File: config.mk
export PLATFORM = sky130hd
export DESIGN_NAME = spi_burst_ram_slave_flat
export DESIGN_NICKNAME = d
export VERILOG_FILES = /design/src/rtl/spi_burst_ram_slave_pkg.sv /design/src/rtl/spi_burst_ram_slave_if.sv /design/src/rtl/spi_burst_ram_slave_ram.sv /design/src/rtl/spi_burst_ram_slave.sv /design/src/flat_wrapper.sv
export SDC_FILE = /design/constraint.sdc
export NUM_CORES = 2
export LEC_CHECK = 0
export BUFFER_PORTS_ARGS = -buffer_cell sky130_fd_sc_hd__buf_2
export CAP_MARGIN = 10
export CORE_MARGIN = 2
export CORE_UTILIZATION = 45
export DETAILED_ROUTE_END_ITERATION = 10
export GPL_ROUTABILITY_DRIVEN = 0
export SLEW_MARGIN = 20
export SYNTH_ARGS = -nofsm -noshare
export SYNTH_HDL_FRONTEND = slang
export SYNTH_SLANG_ARGS = --single-unit
File: constraint.sdc
create_clock -name clk -period 10 [get_ports clk]
set_input_delay 0.5 -clock clk [delete_from_list [all_inputs] [get_ports clk]]
set_output_delay 0.5 -clock clk [all_outputs]
set_load 0.05 [all_outputs]
File: src/rtl/spi_burst_ram_slave_pkg.sv
// Shared types and constants for the SPI burst RAM slave.
// Frame layout: CMD_W command bits, ADDR_W address bits, then the data words.
package spi_burst_pkg;

  typedef enum logic [2:0] {
    StIdle,
    StCmd,
    StAddr,
    StWrite,
    StReadWait,
    StRead,
    StIgnore
  } state_e;

  localparam int unsigned CMD_W = 2;
  localparam logic [CMD_W-1:0] CMD_WR = 2'b00;
  localparam logic [CMD_W-1:0] CMD_RD = 2'b01;

endpackage

File: src/rtl/spi_burst_ram_slave_if.sv
// Serial frame interface of the SPI burst RAM slave.
// The host side (master) drives select and data in; the slave drives data out and status.
interface spi_burst_ram_slave_if;
  logic SS_n;
  logic MOSI;
  logic MISO;
  logic busy;
  logic frame_done;
  logic frame_err;

  modport master (
    output SS_n,
    output MOSI,
    input  MISO,
    input  busy,
    input  frame_done,
    input  frame_err
  );

  modport slave (
    input  SS_n,
    input  MOSI,
    output MISO,
    output busy,
    output frame_done,
    output frame_err
  );
endinterface

File: src/rtl/spi_burst_ram_slave_ram.sv
// Single-port synchronous RAM with a registered read port (one cycle of latency).
// A write has priority over a read in the same cycle; the read data holds when idle.
module spi_burst_ram #(
  parameter int unsigned DATA_W    = 8,
  parameter int unsigned ADDR_W    = 8,
  parameter int unsigned MEM_DEPTH = 256
) (
  input  logic              clk_i,
  input  logic              we_i,
  input  logic              re_i,
  input  logic [ADDR_W-1:0] addr_i,
  input  logic [DATA_W-1:0] wdata_i,
  output logic [DATA_W-1:0] rdata_o
);

  logic [DATA_W-1:0] mem_q [MEM_DEPTH];

  always_ff @(posedge clk_i) begin
    if (we_i) begin
      mem_q[addr_i] <= wdata_i;
    end else if (re_i) begin
      rdata_o <= mem_q[addr_i];
    end
  end

endmodule

File: src/rtl/spi_burst_ram_slave.sv
// Serial slave sampled on clk that fronts a synchronous RAM, with burst read/write,
// address auto-increment wrapping at MEM_DEPTH, and end-of-frame done/error pulses.
module spi_burst_ram_slave
  import spi_burst_pkg::*;
#(
  parameter int unsigned DATA_W    = 8,
  parameter int unsigned ADDR_W    = 8,
  parameter int unsigned MEM_DEPTH = 256
) (
  input logic                 clk,
  input logic                 rst,
  spi_burst_ram_slave_if.slave bus
);

  localparam int unsigned MaxW = (ADDR_W > DATA_W) ? ADDR_W : DATA_W;
  localparam int unsigned CntW = $clog2(MaxW + 1);

  state_e            state_q;
  logic [CMD_W-1:0]  cmd_q;
  logic [ADDR_W-1:0] addr_q;
  logic [ADDR_W-1:0] wr_addr_q;
  logic [DATA_W-1:0] shift_q;
  logic [DATA_W-1:0] wr_data_q;
  logic [CntW-1:0]   bit_cnt_q;
  logic              wr_en_q;
  logic              frame_done_q;
  logic              frame_err_q;

  logic [ADDR_W-1:0] addr_full;
  logic [ADDR_W-1:0] addr_mod;
  logic [ADDR_W-1:0] addr_next;
  logic [ADDR_W-1:0] ram_addr;
  logic [DATA_W-1:0] data_full;
  logic [DATA_W-1:0] rd_data;
  logic              addr_last;
  logic              data_last;
  logic              rd_prefetch;
  logic              rd_en;

  always_comb begin
    addr_full   = ADDR_W'({addr_q, bus.MOSI});
    addr_mod    = ADDR_W'(32'(addr_full) % MEM_DEPTH);
    addr_next   = (addr_q == ADDR_W'(MEM_DEPTH - 1)) ? '0 : addr_q + 1'b1;
    data_full   = DATA_W'({shift_q, bus.MOSI});
    addr_last   = (bit_cnt_q == CntW'(ADDR_W - 1));
    data_last   = (bit_cnt_q == CntW'(DATA_W - 1));
    rd_prefetch = (bit_cnt_q == CntW'(DATA_W - 2));
    // Next word is fetched one bit early so its MSB is ready on the word boundary.
    rd_en       = (state_q == StReadWait) || ((state_q == StRead) && rd_prefetch);
    if (wr_en_q) begin
      ram_addr = wr_addr_q;
    end else if (state_q == StRead) begin
      ram_addr = addr_next;
    end else begin
      ram_addr = addr_q;
    end
  end

  spi_burst_ram #(
    .DATA_W    (DATA_W),
    .ADDR_W    (ADDR_W),
    .MEM_DEPTH (MEM_DEPTH)
  ) u_ram (
    .clk_i   (clk),
    .we_i    (wr_en_q),
    .re_i    (rd_en),
    .addr_i  (ram_addr),
    .wdata_i (wr_data_q),
    .rdata_o (rd_data)
  );

  always_ff @(posedge clk) begin
    if (rst) begin
      state_q      <= StIdle;
      cmd_q        <= '0;
      addr_q       <= '0;
      wr_addr_q    <= '0;
      shift_q      <= '0;
      wr_data_q    <= '0;
      bit_cnt_q    <= '0;
      wr_en_q      <= 1'b0;
      frame_done_q <= 1'b0;
      frame_err_q  <= 1'b0;
    end else begin
      frame_done_q <= 1'b0;
      frame_err_q  <= 1'b0;
      wr_en_q      <= 1'b0;
      if (bus.SS_n) begin
        state_q   <= StIdle;
        bit_cnt_q <= '0;
        case (state_q)
          StIdle: ;
          StCmd, StAddr, StIgnore: frame_err_q <= 1'b1;
          StWrite: begin
            if (bit_cnt_q == '0) frame_done_q <= 1'b1;
            else                 frame_err_q  <= 1'b1;
          end
          // Reads are non-destructive, so stopping anywhere in them is clean.
          default: frame_done_q <= 1'b1;
        endcase
      end else begin
        unique case (state_q)
          StIdle: begin
            cmd_q   <= {cmd_q[0], bus.MOSI};
            state_q <= StCmd;
          end
          StCmd: begin
            cmd_q     <= {cmd_q[0], bus.MOSI};
            bit_cnt_q <= '0;
            state_q   <= StAddr;
          end
          StAddr: begin
            if (addr_last) begin
              addr_q    <= addr_mod;
              bit_cnt_q <= '0;
              if (cmd_q == CMD_WR)      state_q <= StWrite;
              else if (cmd_q == CMD_RD) state_q <= StReadWait;
              else                      state_q <= StIgnore;
            end else begin
              addr_q    <= addr_full;
              bit_cnt_q <= bit_cnt_q + 1'b1;
            end
          end
          StWrite: begin
            shift_q <= data_full;
            if (data_last) begin
              wr_en_q   <= 1'b1;
              wr_data_q <= data_full;
              wr_addr_q <= addr_q;
              addr_q    <= addr_next;
              bit_cnt_q <= '0;
            end else begin
              bit_cnt_q <= bit_cnt_q + 1'b1;
            end
          end
          StReadWait: begin
            bit_cnt_q <= '0;
            state_q   <= StRead;
          end
          StRead: begin
            if (bit_cnt_q == '0) shift_q <= {rd_data[DATA_W-2:0], 1'b0};
            else                 shift_q <= {shift_q[DATA_W-2:0], 1'b0};
            if (data_last) begin
              addr_q    <= addr_next;
              bit_cnt_q <= '0;
            end else begin
              bit_cnt_q <= bit_cnt_q + 1'b1;
            end
          end
          StIgnore: ;
          default: state_q <= StIdle;
        endcase
      end
    end
  end

  // MISO is a pure function of flops: the RAM output register supplies each word's MSB.
  assign bus.MISO       = (state_q != StRead)  ? 1'b0 :
                          (bit_cnt_q == '0)    ? rd_data[DATA_W-1] : shift_q[DATA_W-1];
  assign bus.busy       = (state_q != StIdle);
  assign bus.frame_done = frame_done_q;
  assign bus.frame_err  = frame_err_q;

endmodule

File: src/flat_wrapper.sv
// flat-port wrapper written by rule: the top's interface ports become plain ports
module spi_burst_ram_slave_flat import spi_burst_pkg::*;
#(
  parameter int unsigned DATA_W    = 8,
  parameter int unsigned ADDR_W    = 8,
  parameter int unsigned MEM_DEPTH = 256
)
  (clk, rst, bus_SS_n, bus_MOSI, bus_MISO, bus_busy, bus_frame_done, bus_frame_err);
  spi_burst_ram_slave_if bus_i ();
  input logic clk;
  input logic rst;
  input wire logic [$bits(bus_i.SS_n)-1:0] bus_SS_n;
  input wire logic [$bits(bus_i.MOSI)-1:0] bus_MOSI;
  output wire logic [$bits(bus_i.MISO)-1:0] bus_MISO;
  output wire logic [$bits(bus_i.busy)-1:0] bus_busy;
  output wire logic [$bits(bus_i.frame_done)-1:0] bus_frame_done;
  output wire logic [$bits(bus_i.frame_err)-1:0] bus_frame_err;
  assign bus_i.SS_n = bus_SS_n;
  assign bus_i.MOSI = bus_MOSI;
  assign bus_MISO = bus_i.MISO;
  assign bus_busy = bus_i.busy;
  assign bus_frame_done = bus_i.frame_done;
  assign bus_frame_err = bus_i.frame_err;
  spi_burst_ram_slave #(.DATA_W(DATA_W), .ADDR_W(ADDR_W), .MEM_DEPTH(MEM_DEPTH)) u_core (.clk(clk), .rst(rst), .bus(bus_i));
endmodule
; ---- After elaboration in Yosys (flattened, before gate mapping)
; Memories as Yosys holds them, arrays and structs flattened. A register that Yosys moved wholly into a read port is not among the register bits.
; Cells that the tools add are included.
[word_totals]
register_bits = 44
ramBits = 2048
rom_bits = 0
latch_bits = 0
memories = 1
wordCells = 77
inputBits = 4
[mem_list]
columns = memory, words, width, rd, rd_clocked_by_memory_dff, write_ports, line_no
row1 = u_core.u_ram.mem_q, 256, 8, 1, 1, 1, spi_burst_ram_slave_ram.sv:16  ; logic [DATA_W-1:0] mem_q [MEM_DEPTH];
[classes]
magnitude_cmp = 0
n_div = 0
add_sub_neg = 2
bitwise = 4
shifts = 0
eq_ne = 13
mul = 0
n_mux = 22
reduce_logical = 25
[op_table]
columns = operator, count
row1 = two-way mux 8 bit, 5
row2 = one-hot mux 8 bit (2 select lines), 2
row3 = one-hot mux 3 bit (5 select lines), 1
row4 = OR reduction 3 bit, 4
row5 = OR reduction 2 bit, 5
row6 = "equality test 3 bit, second input constant", 3
row7 = "adder 8 x 1 -> 8 bit, second input constant", 1
row8 = "equality test 4 x 3 -> 1 bit, second input constant", 2
row9 = "equality test 8 bit, second input constant", 1
row10 = one-hot mux 4 bit (2 select lines), 1
row11 = AND reduction 2 bit, 4
row12 = two-way mux 1 bit, 7
row13 = "equality test 3 x 2 -> 1 bit, second input constant", 2
row14 = two-way mux 3 bit, 2
row15 = AND reduction 3 bit, 2
row16 = nonzero test 2 bit, 3
row17 = "adder 4 x 1 -> 4 bit, second input constant", 1
row18 = zero test 4 bit, 1
row19 = two-way mux 4 bit, 1
row20 = "inequality test 2 x 1 -> 1 bit, second input constant", 2
row21 = inverter 1 bit, 4
row22 = one-hot mux 1 bit (2 select lines), 2
row23 = OR reduction 4 bit, 1
row24 = "equality test 3 x 1 -> 1 bit, second input constant", 1
row25 = 8 further kinds, 8

; ---- Logic depth before layout (Yosys ltp)
[depth]
word_depth = 5
depth_mapped = 17
mapped_depth_nobuf = 10

; ---- By module
; From an unflattened synthesis, not the netlist that was laid out.
[unflattened]
hier_cells = 3855
hier_area_um2 = 81097.8
[by_module_without_submodules]
columns = mod, area_each_um2, instances, cells_per_inst
row1 = spi_burst_ram, 78560.3, 1, 3547
row2 = spi_burst_ram_slave, 2537.4, 1, 308

; ---- Worst setup path before layout
; OpenSTA, ideal clock, no wires.
[synth_path]
kind = reg-to-reg
start = reg u_core.wr_data_q[0]
end = mem u_core.u_ram.mem_q[0][0], data pin
path_buffers = 0
stages_incl_launch_ff = 1
arrival_time_ns = 3.397
period_less_slack_ns = 4.253
setup_time_ns = 0.856
slack_ns = 5.747
required_time_ns = 9.144
path_cell_list = dfxtp_1
[synth_lines]
columns = element, line_no
row1 = "start, declared", spi_burst_ram_slave.sv:23  ; logic [DATA_W-1:0] wr_data_q;
row2 = "start signal, assigned", spi_burst_ram_slave.sv:128  ; wr_data_q <= data_full;
row3 = "end, declared", spi_burst_ram_slave_ram.sv:16
; No word-level cell before the write port.

; ---- Final worst setup path
[layout_path]
start = reg u_core.state_q[2]
end = reg u_core.u_ram.rdata_o[3], read port of u_core.u_ram.mem_q, data pin
[layout_between]
elab_chain_len = 4
elab_cells_between_ends = 7
[layout_rtl]
columns = element, line_no
row1 = "start, declared", spi_burst_ram_slave.sv:18  ; state_e state_q;
row2 = "start signal, assigned", spi_burst_ram_slave.sv:74  ; state_q <= StIdle;
row3 = "start signal, assigned", spi_burst_ram_slave.sv:89  ; state_q <= StIdle;
row4 = "start signal, assigned", spi_burst_ram_slave.sv:105  ; state_q <= StCmd;
row5 = equality test 3 bit, "spi_burst_ram_slave.sv:49, spi_burst_ram_slave.sv:52"
row6 = logical AND 1 bit, spi_burst_ram_slave.sv:49  ; rd_en = (state_q == StReadWait) || ((state_q == StRead) && rd_prefetch);
row7 = logical OR 1 bit, spi_burst_ram_slave.sv:49
row8 = AND reduction 2 bit (no source line), --
row9 = "end, declared", spi_burst_ram_slave_ram.sv:13  ; output logic [DATA_W-1:0] rdata_o
; Several ways; a longest one is shown, not always the timed one.
; A chain may end at the register's enable or synchronous reset.

==> impl_summary.txt <==
----------------------------------------------------
[Floorplan]
  Die area ... 0.190 mm²
  Vertical die dimension ... 436 µm
  Starting Density ... 0.453
  Area inside the core boundary ... 0.185 mm²
  Die width ... between 400 and 500 µm
  Std cell rows ... about 160
  Top-level I/O count ... 8

[Drt]
  Post-route ant nets ... 0
  Routed wirelength normalized by instance count ... just under 30 µm
  Via-per-instance ratio ... between 6 and 7
  Residual DRC ... 0
  Number of DRC markers in iteration 0 ... approximately 7000
  WL final ... ~230 mm
  Vias after detailed routing ... 49000
  Count of TritonRoute iterations in the first routing pass ... 8

[Setup path]
  Crit Path Class ... reg2reg
  Critical Path End ... u_core.u_ram.rdata_o[3]
  Total buffers and inverters traversed by the critical path ... 3
  Critical path fanouts, max ... slightly above 80
  Type of element capturing the critical path ... flip-flop
  Setup crit start ... u_core.state_q[2]
  Stage delay of the slowest cell on the critical path ... between 0.7 and 0.8 ns
  Element type at the critical path start ... flip-flop
  Crit Reg-Reg Startpoint ... u_core.state_q[2]
  Reg-to-reg setup timing slack ... between 3 and 4 ns
  Worst r2r path cells ... 12
  CP required ... between 10 and 15 ns
  CP max stage cell ... sky130_fd_sc_hd__dfxtp_1
  Critical path data arrival time ... 6.72 ns
  Worst R2R End ... u_core.u_ram.rdata_o[3]
  CP Depth ... 12
  Most prevalent standard cell on the critical path ... sky130_fd_sc_hd__buf_4
  Delay-heaviest family, CP ... compound AO/OA/AOI/OAI gates
  CP Cell Sequence ... nand3b_1 -> a31oi_4 -> buf_12 -> and2_4 -> buf_4 -> buf_4 -> mux4_2 -> and2_1 -> a211oi_1 -> a31oi_1 -> a22oi_1 -> nand3_1

[Logic synthesis]
  Net Count, Synth ... ~5400
  Number of synthesized register bits ... 2100
  Post-synthesis cell area ... between 0.08 and 0.09 mm²
  Top_reg_cell synth ... sky130_fd_sc_hd__edfxtp_1
  Mean area per synthesized cell ... roughly 16 µm²
  Number of synthesis warnings ... 0
  Share of synthesized area occupied by flip-flops and latches ... 0.745
  Cell variety after synth ... slightly below 80
  Proportion of synthesized flip-flops having asynchronous set or reset ... 0
  Number of instances in the synthesized netlist ... 5371
  Number of flops mapped to enable cells by yosys ... ~2000

[Power and ir drop]
  Static leakage ... around 26 nW
  Worst voltage drop across the vdd grid ... 0.190 mV
  Areal power density over the cells ... approximately 190 mW/mm²

[Clocking]
  CTS H-tree depth ... 4
  Max Buffers Root-to-Sink ... 3
  Cell at the root of the clock tree ... sky130_fd_sc_hd__clkbuf_16
  Number of buffers inserted during clock tree synthesis ... 206
  Latest clock arrival within the worst-skew pair ... roughly 0.86 ns
  Number of clock sinks ... between 2000 and 2500
  Hold-fix buffers, CTS ... 2
  CTS tree ... yes
  Clock slew seen by the registers of the worst setup and hold paths ... roughly 0.060 ns
  Post-CTS Setup Inserts ... 0
  Post-cts repair resize count ... 0

[Final layout]
  Non-Filler Instances ... just under 8000
  Most common cell after layout, fill and taps aside ... sky130_fd_sc_hd__edfxtp_1
  Fraction of the core area covered by cells at the end of the flow ... 0.502
  Fraction of final layout cells with drive strength greater than 1 ... 0.123
  Total Nets Final ... about 5300
  Most frequent cells in the layout ... 2056 x sky130_fd_sc_hd__edfxtp_1, 774 x sky130_fd_sc_hd__nand2_1, 322 x sky130_fd_sc_hd__nor2_1
  Layout area overhead ... 10.7%

[STA]
  Final count of hold timing violations ... 0
  Final worst path period need ... 6.15 ns
  Unrepaired setup endpoints after global routing ... false
  Period utilization ... 0.615
  Max-slew headroom at the worst pin ... 0.177
  Final setup TNS ... 0 ns
  Least-Margin Pin Slew ... roughly 1.2 ns
  Final setup violating endpoints ... 0
  Worst-case setup margin in the final layout ... ~3.9 ns
  Final number of max-transition violations ... 0
  Maximum clock frequency ... approximately 0.16 GHz
  Post-Route Skew ... around 0.042 ns

[GRT]
  Largest net degree at the start of global routing ... around 200
  GRT overflow ... 0
  Total track usage ... 0.242
  First-pass GRT wire length ... 338 mm
  Initial antenna violation count ... 13
  Number of global-route vias before repair ... ~47000

[Place]
  Half-perimeter wire length after detailed placement ... approximately 130 mm
  Placed cell count ... 7549
  Port buffer count ... 7
  Setup Slack @ Placement ... slightly below 4 ns

[Hold path]
  Instance count along the most critical hold path ... 2
  Tightest Hold Check Type ... in2reg

[Run status]
  Outcome ... complete, no violations

[Flow run]
  Number of maximum-capacitance violations ... 0

----------------------------------------------------
## worst min path at each step
| stage | startpoint | endpoint | slack, ns |
|---|---|---|---|
| floorplan | u_core.wr_addr_q[3] | u_core.wr_addr_q[3] | 0.43 |
| global placement | u_core.wr_addr_q[6] | u_core.wr_addr_q[6] | 0.44 |
| detailed placement | u_core.wr_addr_q[6] | u_core.wr_addr_q[6] | 0.45 |
| CTS | rst | u_core.shift_q[0] | 0.14 |
| global route | rst | u_core.addr_q[2] | 0.20 |
| finish | rst | u_core.cmd_q[0] | 0.19 |
## per-layer routing
layer / up-vias / part of all wire / GRT usage
met5: - / 0.00023 / 0
met4: 8 / 0.023 / 0.0592
met3: 326 / 0.097 / 0.0554
met2: 2389 / 0.46 / 0.368
met1: 25400 / 0.42 / 0.354
li1: 20900 / - / -
## registers in the layout, indices dropped and copies added (netlist names)
register and cells:
u_core.state_q 3, u_core.cmd_q 2, u_core.addr_q 8, u_core.bit_cnt_q 4
u_core.wr_en_q 1, u_core.u_ram.rdata_o 8, u_core.bus.frame_done 1, u_core.bus.frame_err 1
u_core.shift_q 8, u_core.u_ram.mem_q 2048, u_core.wr_addr_q 8, u_core.wr_data_q 8
## through the flow
step	total power [mW]	hold slack, ns	cell area [µm²]
global placement	9.92	0.444	86200
global route	17.8	0.198	93000
detailed placement	9.92	0.446	86300
floorplan	9.86	0.431	84000
finish	17.4	0.188	93000
CTS	17.5	0.138	93000
## synthesized netlist by cell type, types with 7 or more instances
cell,n,share of area
sky130_fd_sc_hd__a41oi_1,14,0.0015
sky130_fd_sc_hd__nor3_1,17,0.0010
sky130_fd_sc_hd__a21oi_1,222,0.013
sky130_fd_sc_hd__buf_2,98,0.0058
sky130_fd_sc_hd__o22ai_1,25,0.0019
sky130_fd_sc_hd__a31oi_1,124,0.0092
sky130_fd_sc_hd__buf_12,7,0.0017
sky130_fd_sc_hd__dfxtp_1,44,0.010
sky130_fd_sc_hd__o211ai_1,45,0.0040
sky130_fd_sc_hd__nor4_1,23,0.0017
sky130_fd_sc_hd__a311oi_1,15,0.0016
sky130_fd_sc_hd__a32oi_1,29,0.0030
sky130_fd_sc_hd__nor2_1,335,0.015
sky130_fd_sc_hd__and2_1,11,0.00082
sky130_fd_sc_hd__a221o_1,14,0.0017
sky130_fd_sc_hd__buf_1,44,0.0020
sky130_fd_sc_hd__nand2_1,788,0.035
sky130_fd_sc_hd__o31ai_1,9,0.00080
sky130_fd_sc_hd__nand3_1,274,0.016
sky130_fd_sc_hd__clkbuf_1,196,0.0088
sky130_fd_sc_hd__a211oi_1,245,0.022
sky130_fd_sc_hd__mux4_2,227,0.061
sky130_fd_sc_hd__and4_1,7,0.00073
sky130_fd_sc_hd__a221oi_1,14,0.0015
sky130_fd_sc_hd__and3_1,158,0.012
sky130_fd_sc_hd__buf_6,20,0.0027
sky130_fd_sc_hd__nand4_1,10,0.00074
sky130_fd_sc_hd__o21ai_0,22,0.0013
sky130_fd_sc_hd__a22oi_1,95,0.0085
sky130_fd_sc_hd__buf_4,29,0.0026
sky130_fd_sc_hd__nand2b_1,9,0.00067
sky130_fd_sc_hd__mux2i_1,75,0.0089
sky130_fd_sc_hd__edfxtp_1,2056,0.73
## worst reg2reg max path, cell delays in order, from the launching register on
cell	delay, ns
sky130_fd_sc_hd__dfxtp_1	0.76
sky130_fd_sc_hd__nand3b_1	0.56
sky130_fd_sc_hd__a31oi_4	0.40
sky130_fd_sc_hd__buf_12	0.32
sky130_fd_sc_hd__and2_4	0.46
sky130_fd_sc_hd__buf_4	0.60
sky130_fd_sc_hd__buf_4	0.65
sky130_fd_sc_hd__mux4_2	0.63
sky130_fd_sc_hd__and2_1	0.17
sky130_fd_sc_hd__a211oi_1	0.36
sky130_fd_sc_hd__a31oi_1	0.14
sky130_fd_sc_hd__a22oi_1	0.67
sky130_fd_sc_hd__nand3_1	0.15
## cell type report
type | count | area [µm²]
clock inverter | 132 | 1220
clock buffer | 247 | 5460
sequential | 2100 | 62700
fill | 15400 | 92400
multi-input combinational | 2871 | 19600
antenna | 2 | 5.00
timing repair buffer | 97 | 953
inverter | 5 | 18.8
tap | 2480 | 3100
## logic make-up (layout without fill, tap and decap cells)
family | Yosys count | in the layout | share of synthesized area
AO/OA/AOI/OAI | 901 | 901 | 0.0733
XOR/XNOR | 2 | 2 | 0.000209
adder cells (fa/ha/maj) | 4 | 4 | 0.000596
buffers and inverters | 400 | 481 | 0.0239
flip-flops | 2100 | 2100 | 0.745
multiplexers | 303 | 303 | 0.0699
other | 0 | 2 | 0
AND/OR/NAND/NOR | 1661 | 1661 | 0.0867
## report_power, final
group / switching, mW / leakage (nW) / internal, mW
combinational: 0.156 / 7.05 / 0.0694
clock: 3.36 / 3.25 / 4.33
sequential: 0.00397 / 15.8 / 9.51
total: 3.52 / 26.0 / 13.9
(Power assumes the default switching activity.)
